**src/rtl/if_id_skid_pkg.sv**
```systemverilog
// Shared constants for the IF/ID skid stage: bubble encodings and fetch exception codes.
package if_id_skid_pkg;

    localparam logic [31:0] INST_NOP  = 32'h0000_0013;
    localparam logic [31:0] ZERO_WORD = 32'h0000_0000;

    localparam logic [3:0] EXC_NONE       = 4'h0;
    localparam logic [3:0] EXC_IF_MISALGN = 4'h1;
    localparam logic [3:0] EXC_IF_FAULT   = 4'h2;
    localparam logic [3:0] EXC_IF_PAGE    = 4'h3;

endpackage

```
**src/rtl/if_id_skid_pipe_slot.sv**
```systemverilog
// One pipeline holding slot: a valid bit plus W-bit payload with load/clear controls.
module pipe_slot
    import if_id_skid_pkg::*;
#(
    parameter int W = 8
) (
    input  logic         clk,
    input  logic         rst,
    input  logic         i_load,
    input  logic         i_clear,
    input  logic [W-1:0] i_data,
    output logic         o_valid,
    output logic [W-1:0] o_data
);

    logic         r_valid;
    logic [W-1:0] r_data;

    always_ff @(posedge clk) begin
        if (rst) begin
            r_valid <= 1'b0;
            r_data  <= '0;
        end else if (i_clear) begin
            r_valid <= 1'b0;
        end else if (i_load) begin
            r_valid <= 1'b1;
            r_data  <= i_data;
        end
    end

    assign o_valid = r_valid;
    assign o_data  = r_data;

endmodule

```
**src/rtl/if_id_skid.sv**
```systemverilog
// IF/ID stage with valid/ready handshake, optional 2-entry skid buffer and flush.
module if_id_skid
    import if_id_skid_pkg::*;
#(
    parameter int              XLEN     = 32,
    parameter int              ILEN     = 32,
    parameter int              EXC_W    = 4,
    parameter bit              SKID_EN  = 1'b1,
    parameter logic [ILEN-1:0] NOP_INST = ILEN'(INST_NOP)
) (
    input  logic             clk,
    input  logic             rst,
    input  logic             flush_i,
    input  logic             in_valid_i,
    output logic             in_ready_o,
    input  logic [ILEN-1:0]  inst_i,
    input  logic [XLEN-1:0]  inst_addr_i,
    input  logic             pred_taken_i,
    input  logic [EXC_W-1:0] exc_i,
    output logic             out_valid_o,
    input  logic             out_ready_i,
    output logic [ILEN-1:0]  inst_o,
    output logic [XLEN-1:0]  inst_addr_o,
    output logic             pred_taken_o,
    output logic [EXC_W-1:0] exc_o
);

    localparam int PW = EXC_W + 1 + XLEN + ILEN;

    logic          w_main_v;
    logic          w_skid_v;
    logic [PW-1:0] w_main_pl;
    logic [PW-1:0] w_skid_pl;
    logic [PW-1:0] w_in_pl;
    logic [PW-1:0] w_main_d;
    logic          w_main_load;
    logic          w_main_clear;
    logic          w_skid_load;
    logic          w_skid_clear;
    logic          w_main_free;
    logic          w_in_xfer;

    logic [EXC_W-1:0] w_exc;
    logic             w_pred;
    logic [XLEN-1:0]  w_addr;
    logic [ILEN-1:0]  w_inst;

    assign w_in_pl     = {exc_i, pred_taken_i, inst_addr_i, inst_i};
    assign w_main_free = !w_main_v || out_ready_i;

    // With the skid, ready depends only on a flop, breaking the decode->fetch path
    assign in_ready_o = SKID_EN ? !w_skid_v : w_main_free;
    assign w_in_xfer  = in_valid_i && in_ready_o;

    always_comb begin
        w_main_load  = 1'b0;
        w_main_clear = 1'b0;
        w_main_d     = w_in_pl;
        w_skid_load  = 1'b0;
        w_skid_clear = 1'b0;
        if (flush_i) begin
            w_main_clear = 1'b1;
            w_skid_clear = 1'b1;
        end else if (w_main_free) begin
            if (w_skid_v) begin
                w_main_load = 1'b1;
                w_main_d    = w_skid_pl;
                if (w_in_xfer) w_skid_load  = 1'b1;
                else           w_skid_clear = 1'b1;
            end else if (w_in_xfer) begin
                w_main_load = 1'b1;
            end else begin
                w_main_clear = 1'b1;
            end
        end else if (w_in_xfer) begin
            w_skid_load = 1'b1;
        end
    end

    pipe_slot #(.W(PW)) u_main (
        .clk     (clk),
        .rst     (rst),
        .i_load  (w_main_load),
        .i_clear (w_main_clear),
        .i_data  (w_main_d),
        .o_valid (w_main_v),
        .o_data  (w_main_pl)
    );

    pipe_slot #(.W(PW)) u_skid (
        .clk     (clk),
        .rst     (rst),
        .i_load  (w_skid_load),
        .i_clear (w_skid_clear),
        .i_data  (w_in_pl),
        .o_valid (w_skid_v),
        .o_data  (w_skid_pl)
    );

    assign {w_exc, w_pred, w_addr, w_inst} = w_main_pl;

    // Bubble values come from the valid bit, so stale payload never leaks
    assign out_valid_o  = w_main_v;
    assign inst_o       = w_main_v ? w_inst : NOP_INST;
    assign inst_addr_o  = w_main_v ? w_addr : '0;
    assign pred_taken_o = w_main_v && w_pred;
    assign exc_o        = w_main_v ? w_exc : '0;

endmodule
```
**config.mk**
```make
export PLATFORM = sky130hd
export DESIGN_NAME = if_id_skid
export DESIGN_NICKNAME = d
export VERILOG_FILES = /design/src/rtl/if_id_skid_pkg.sv /design/src/rtl/if_id_skid_pipe_slot.sv /design/src/rtl/if_id_skid.sv
export SDC_FILE = /design/constraint.sdc
export NUM_CORES = 1
export LEC_CHECK = 0
export CAP_MARGIN = 20
export CORE_MARGIN = 4
export CORE_UTILIZATION = 55
export CTS_BUF_LIST = sky130_fd_sc_hd__clkbuf_8 sky130_fd_sc_hd__clkbuf_16
export DETAILED_ROUTE_END_ITERATION = 10
export GPL_TIMING_DRIVEN = 0
export PLACE_DENSITY = 0.94
export SYNTH_ARGS = -nofsm -noshare
export SYNTH_HDL_FRONTEND = slang
export SYNTH_SLANG_ARGS = --single-unit
```
**constraint.sdc**
```tcl
create_clock -name clk -period 2.8 [get_ports clk]
set_input_delay 0.84 -clock clk [delete_from_list [all_inputs] [get_ports clk]]
set_output_delay 0.84 -clock clk [all_outputs]
set_load 0.005 [all_outputs]
```
==> run metrics, run 1 <==
status=complete, no violations; Die Span Y=117 um; GPL Wtd Cong=0.828; Design Area, Final=8800 um^2; fillers=785; Post-synth ARST share=0%; syn nets=852; PortBufs=roughly 140; CTS sink cnt=between 100 and 150; Slew Limit Fails=0; IO Pins=145; Post-Place Setup Slack=-0.224 ns; Syn Std Cell Area=between 6000 and 7000 um^2; # diodes=0; EDFF count, synth=0; drt via density=~5.8; GR Util met3=6.11%; worst path required time=between 1.5 and 2 ns; most common cell in the netlist=dfxtp_1; CP Launch Type=flip-flop; die area=13800 um^2; fmax=367 MHz; pwr dens=571 nW/um^2; Avg WL per Cell=17.6 um; initial antenna violation count=0; Pleak=3.46 nW; Initial Util=56.9%; Iter 0 DRT Violations=542; total CTS buffers=17; synth top area cells=dfxtp_1 (43%), mux2i_1 (10%), a221oi_1 (9.1%); WP data arrival=between 1.5 and 2 ns; global-route wire length before repair=31200 um; iteration count of the initial detailed-routing pass=6; Bufs on Longest Clock Path=2; DP HPWL=13100 um; share of the synthesized area in the top cell type=42.6%; Final Net Count=between 1000 and 1500; global route hottest layer=met2; Cell Rows=39; Slew @ Worst Pin=0.611 ns; final wirelength=roughly 19000 um; Sum Neg Setup Slack=0 ns; post-synth top area cell=dfxtp_1; Hold Violations, Final=0; max-cap violation count=0; Cell Area, Placed=just over 8000 um^2; clk_lat worst skew=0.42 ns; Most used DFF post-synth=dfxtp_1; final antenna-violating net count=0; crit-path max FO=10; met1 Usage GRT=approximately 34%; CORE AREA=between 10000 and 15000 um^2; Final Cycle Share=97.2%; M2 GR Usage=45.8%; post-layout util=~76%; Setup Fix Bufs, Post-CTS=0; Crit. End Element=output pin; clk slew on worst S/H paths=0.06 ns; area grow syn2layout=33.8%; Synth Instances=778; H-tree levels=4; worst setup path class=flip-flop to output pin; Fin Clk Skew=0.00820 ns; largest net degree at the start of global routing=17; post-layout minimum cycle time=about 2.7 ns; mean post-synth cell area=~8.5 um^2; gr ovfl total=0; DRC Markers=0; share of cells above drive strength 1=about 6.1%; worst relative slew slack=59.3%; Seq/Total Area, Yosys=42.6%; synth cell count leaders=dfxtp_1 (140), nand2_1 (138), inv_1 (71), mux2i_1 (69), nor2_1 (69); vias in the first global route=6430; worst hold path type=flip-flop to flip-flop; Worst Slack Setup Final=0.0783 ns; Yosys reg bits=140; clk root buf=clkbuf_16; DIE WIDTH=117 um; Finish-stage setup viols=0; via count=6310; post-synthesis cell type count=24; RSZ-0062 raised after global routing=no; GRT Total Usage=27.2%; CTS tree=built; yosys warns=0; Worst VDD drop=about 0.43 mV; Tot Pwr=5.03 mW
[where the power goes]
group | total (mW) | leakage [nW] | switching [mW] | internal, mW
clock | 2.30 | 0.300 | 0.860 | 1.44
combinational | 0.572 | 2.01 | 0.275 | 0.297
sequential | 2.16 | 1.15 | 0.0565 | 2.10
total | 5.03 | 3.46 | 1.19 | 3.84
[area by class of cell]
| type | count | area (um^2) | area share, % |
|---|---|---|---|
| multi-input combinational | 492 | 3180 | 36.1 |
| sequential | 140 | 2810 | 31.9 |
| timing repair buffer | 142 | 1420 | 16.1 |
| clock buffer | 19 | 453 | 5.14 |
| buffer | 75 | 353 | 4.01 |
| inverter | 71 | 267 | 3.03 |
| tap | 143 | 179 | 2.03 |
| clock inverter | 12 | 148 | 1.68 |
[cells by family (layout without fill, tap and decap cells)]
kind of cell / Yosys count / after routing / share of synthesized area [%]
compound gates: 140 / 140 / 18.6
buf+inv: 146 / 319 / 9.11
flops: 140 / 140 / 42.6
mux: 69 / 69 / 10.5
simple gates: 283 / 283 / 19.2
[layout by cell type, fill, tap and decap left out, drive strengths merged, types with 3 or more instances in the layout]
cell	Yosys	final
clkdlybuf4s50	0	142
dfxtp	140	140
nand2	138	138
inv	71	72
nor2	69	69
mux2i	69	69
clkbuf	51	69
a221oi	68	68
o22a	68	68
and2	66	66
buf	24	25
clkinv	0	7
nand2b	4	4
bufinv	0	3
[critical path: stages (launching register included)]
cell             delay, ns
dfxtp_4               0.43
buf_6                 0.17
clkbuf_8              0.18
and2_1                0.17
clkdlybuf4s50_1       0.51
[sequential cells by signal, summed over array words and instances, names as in the netlist]
signal and cells:
u_main.o_data 69, u_skid.o_data 69, u_main.o_valid 1, u_skid.o_valid 1
[timing repair]
| item | 4_1_cts | 5_1_grt |
|---|---|---|
| hold buffers | 0 | 0 |
| resized for setup | 8 | 4 |
| setup endpoints to repair | 66 | 9 |
[final timing paths]
kind / startpoint / to / slack [ns] / depth (start not counted)
setup / recovery: u_main.o_valid / exc_o[0] / 0.08 / 4
hold / removal: u_skid.o_data[7] / u_skid.o_data[7] / 0.46 / 2
setup reg to reg: u_main.o_valid / u_main.o_data[31] / 0.87 / 5
hold reg to reg: u_skid.o_data[7] / u_skid.o_data[7] / 0.46 / 2
[metal layers]
metal	up-vias	routed length, um
met5	-	0
met4	0	375
met3	42	1420
met2	307	9070
met1	2989	8360
li1	2972	-
[stage by stage]
step	instances	hold WS (ns)
6_report	1094	0.459
5_1_grt	1094	0.470
4_1_cts	1094	0.458
3_5_place_dp	1063	0.451
3_3_place_gp	1063	0.442
2_1_floorplan	778	0.435
(Power assumes the default switching activity.)
==> run 2, diff against run 1 <==
Settings changed: SKIP_LAST_GASP set to 1.
Clock period 2.8 ns to 3.4 ns, I/O delays scaled along.
==> run 2 against run 1 <==
Net effect: via count grew 1.1%; critical path depth unchanged; wire length shrank 0.22%; combinational power shrank 18%; count of clock-buffer cells in the layout unchanged; core utilization decreased by 0.17 points; clock skew is 0.00061 ns lower; register-to-register slack improved by 0.59 ns.
==> run metrics, run 2 (same netlist as run 1, synthesis figures left out) <==
worst setup path class=flip-flop to output pin; gr ovfl total=0; Crit. End Element=output pin; CP Launch Type=flip-flop; GPL Wtd Cong=just over 0.8; CTS sink cnt=140; IO Pins=145; initial antenna violation count=0; Post-Place Setup Slack=0.196 ns; Worst Slack Setup Final=0.175 ns; Layout Cells excl Fill=approximately 1100; Fin Clk Skew=0.00759 ns; hold buffers post-CTS=0; WP data arrival=2.20 ns; Cell Area, Placed=about 8000 um^2; fmax=roughly 310 MHz; iteration count of the initial detailed-routing pass=5; PortBufs=around 140; Die Span Y=117 um; worst hold path type=flip-flop to flip-flop; drt via density=5.83; Slew Limit Fails=0; R2R Path Start=u_main.o_valid; pwr dens=472 nW/um^2; most common cell after layout, fill and taps aside=clkdlybuf4s50_1; multi-input combinational cell area=3180 um^2; clk slew on worst S/H paths=0.06 ns; Pleak=3.45 nW; final wirelength=~19000 um; DRC Markers=0; Finish-stage setup viols=0; clk root buf=clkbuf_16; Setup Fix Bufs, Post-CTS=0; DIE WIDTH=117 um; global route hottest layer=met2; area grow syn2layout=33.5%; worst relative slew slack=59.0%; hold path depth=2; fillers=791; register cell area after layout=2800 um^2; placed cell count=1063; Design Area, Final=8780 um^2; max-cap violation count=0; origin of the worst min-delay path=u_skid.o_data[7]; Cell Rows=39; Avg WL per Cell=approximately 18 um; share of cells above drive strength 1=5.89%; final antenna-violating net count=0; Bufs on Longest Clock Path=2; Hold Violations, Final=0; Worst VDD drop=0.353 mV; reg2reg path depth=5; Initial Util=56.9%; RSZ-0062 raised after global routing=no; via count=6379; Slew @ Worst Pin=0.616 ns; CTS tree=built; GR Util met3=6.06%; DP HPWL=13100 um; R2R Setup Slk=1.46 ns; vias in the first global route=6425; post-layout minimum cycle time=around 3.2 ns; Final Net Count=between 1000 and 1500; CORE AREA=11600 um^2; H-tree levels=4; worst path required time=2.38 ns; worst hold endpoint=u_skid.o_data[7]; M2 GR Usage=45.6%; GRT Total Usage=27.1%; largest net degree at the start of global routing=17; Critical R2R Capture=u_main.o_data[31]; met1 Usage GRT=34.1%; global-route wire length before repair=31100 um; Sum Neg Setup Slack=0 ns; clk_lat worst skew=0.42 ns; crit-path max FO=10; Iter 0 DRT Violations=539; total CTS buffers=17; # diodes=0; die area=around 14000 um^2; status=complete, no violations; most frequent cells in the layout=clkdlybuf4s50_1 (142), dfxtp_1 (139), nand2_1 (138), inv_1 (72); Final Cycle Share=94.8%
-- run 2: cell types whose count changed in the layout (fill, tap and decap cells not counted), sizes merged --
cell and delta:
clkbuf +1, buf -1
-- run 2: worst max path at each step --
stage               slack, ns                 to            from  depth (start not counted)
finish                   0.18           exc_o[0]  u_main.o_valid                          4
floorplan                1.30  u_main.o_data[27]      in_valid_i                          5
detailed placement       0.20     inst_addr_o[5]  u_main.o_valid                          4
global route             0.12           exc_o[0]  u_main.o_valid                          4
CTS                      0.07    inst_addr_o[29]  u_main.o_valid                          4
global placement         0.22           exc_o[0]  u_main.o_valid                          4
-- run 2: where the power goes --
group	internal (mW)	switching (mW)
Clock	1.18	0.714
Sequential	1.73	0.0463
Combinational	0.243	0.225
Total	3.16	0.986
-- run 2: stage by stage --
step,power (mW),utilization (%),hold WS [ns]
after floorplan,2.05,-,0.435
after global placement,2.25,70.7,0.442
after detailed placement,2.27,70.7,0.451
after CTS,4.13,75.9,0.458
after global routing,4.27,75.9,0.470
final,4.14,75.9,0.457
-- run 2: per-layer routing --
layer | vias up | routed length (um)
li1 | 2972 | -
met1 | 3040 | 8310
met2 | 328 | 9030
met3 | 39 | 1490
met4 | 0 | 363
met5 | - | 0
-- run 2: area by class of cell --
type | count | area share, %
multi-input combinational | 492 | 36.2
sequential | 140 | 31.9
timing repair buffer | 142 | 16.2
clock buffer | 19 | 5.16
buffer | 75 | 3.82
inverter | 71 | 3.03
tap | 143 | 2.04
clock inverter | 12 | 1.68
-- run 2: repair_timing --
action                                  CTS  global route
gates cloned                              0             0
pin swaps                                 0             0
endpoints found under the setup margin   10             4
gates resized for setup                   2             1
-- run 2: critical path: stages (launching register included) --
cell and delay, ns:
dfxtp_2 0.47, clkbuf_2 0.29, clkbuf_2 0.29, and2_1 0.22, clkdlybuf4s50_1 0.52
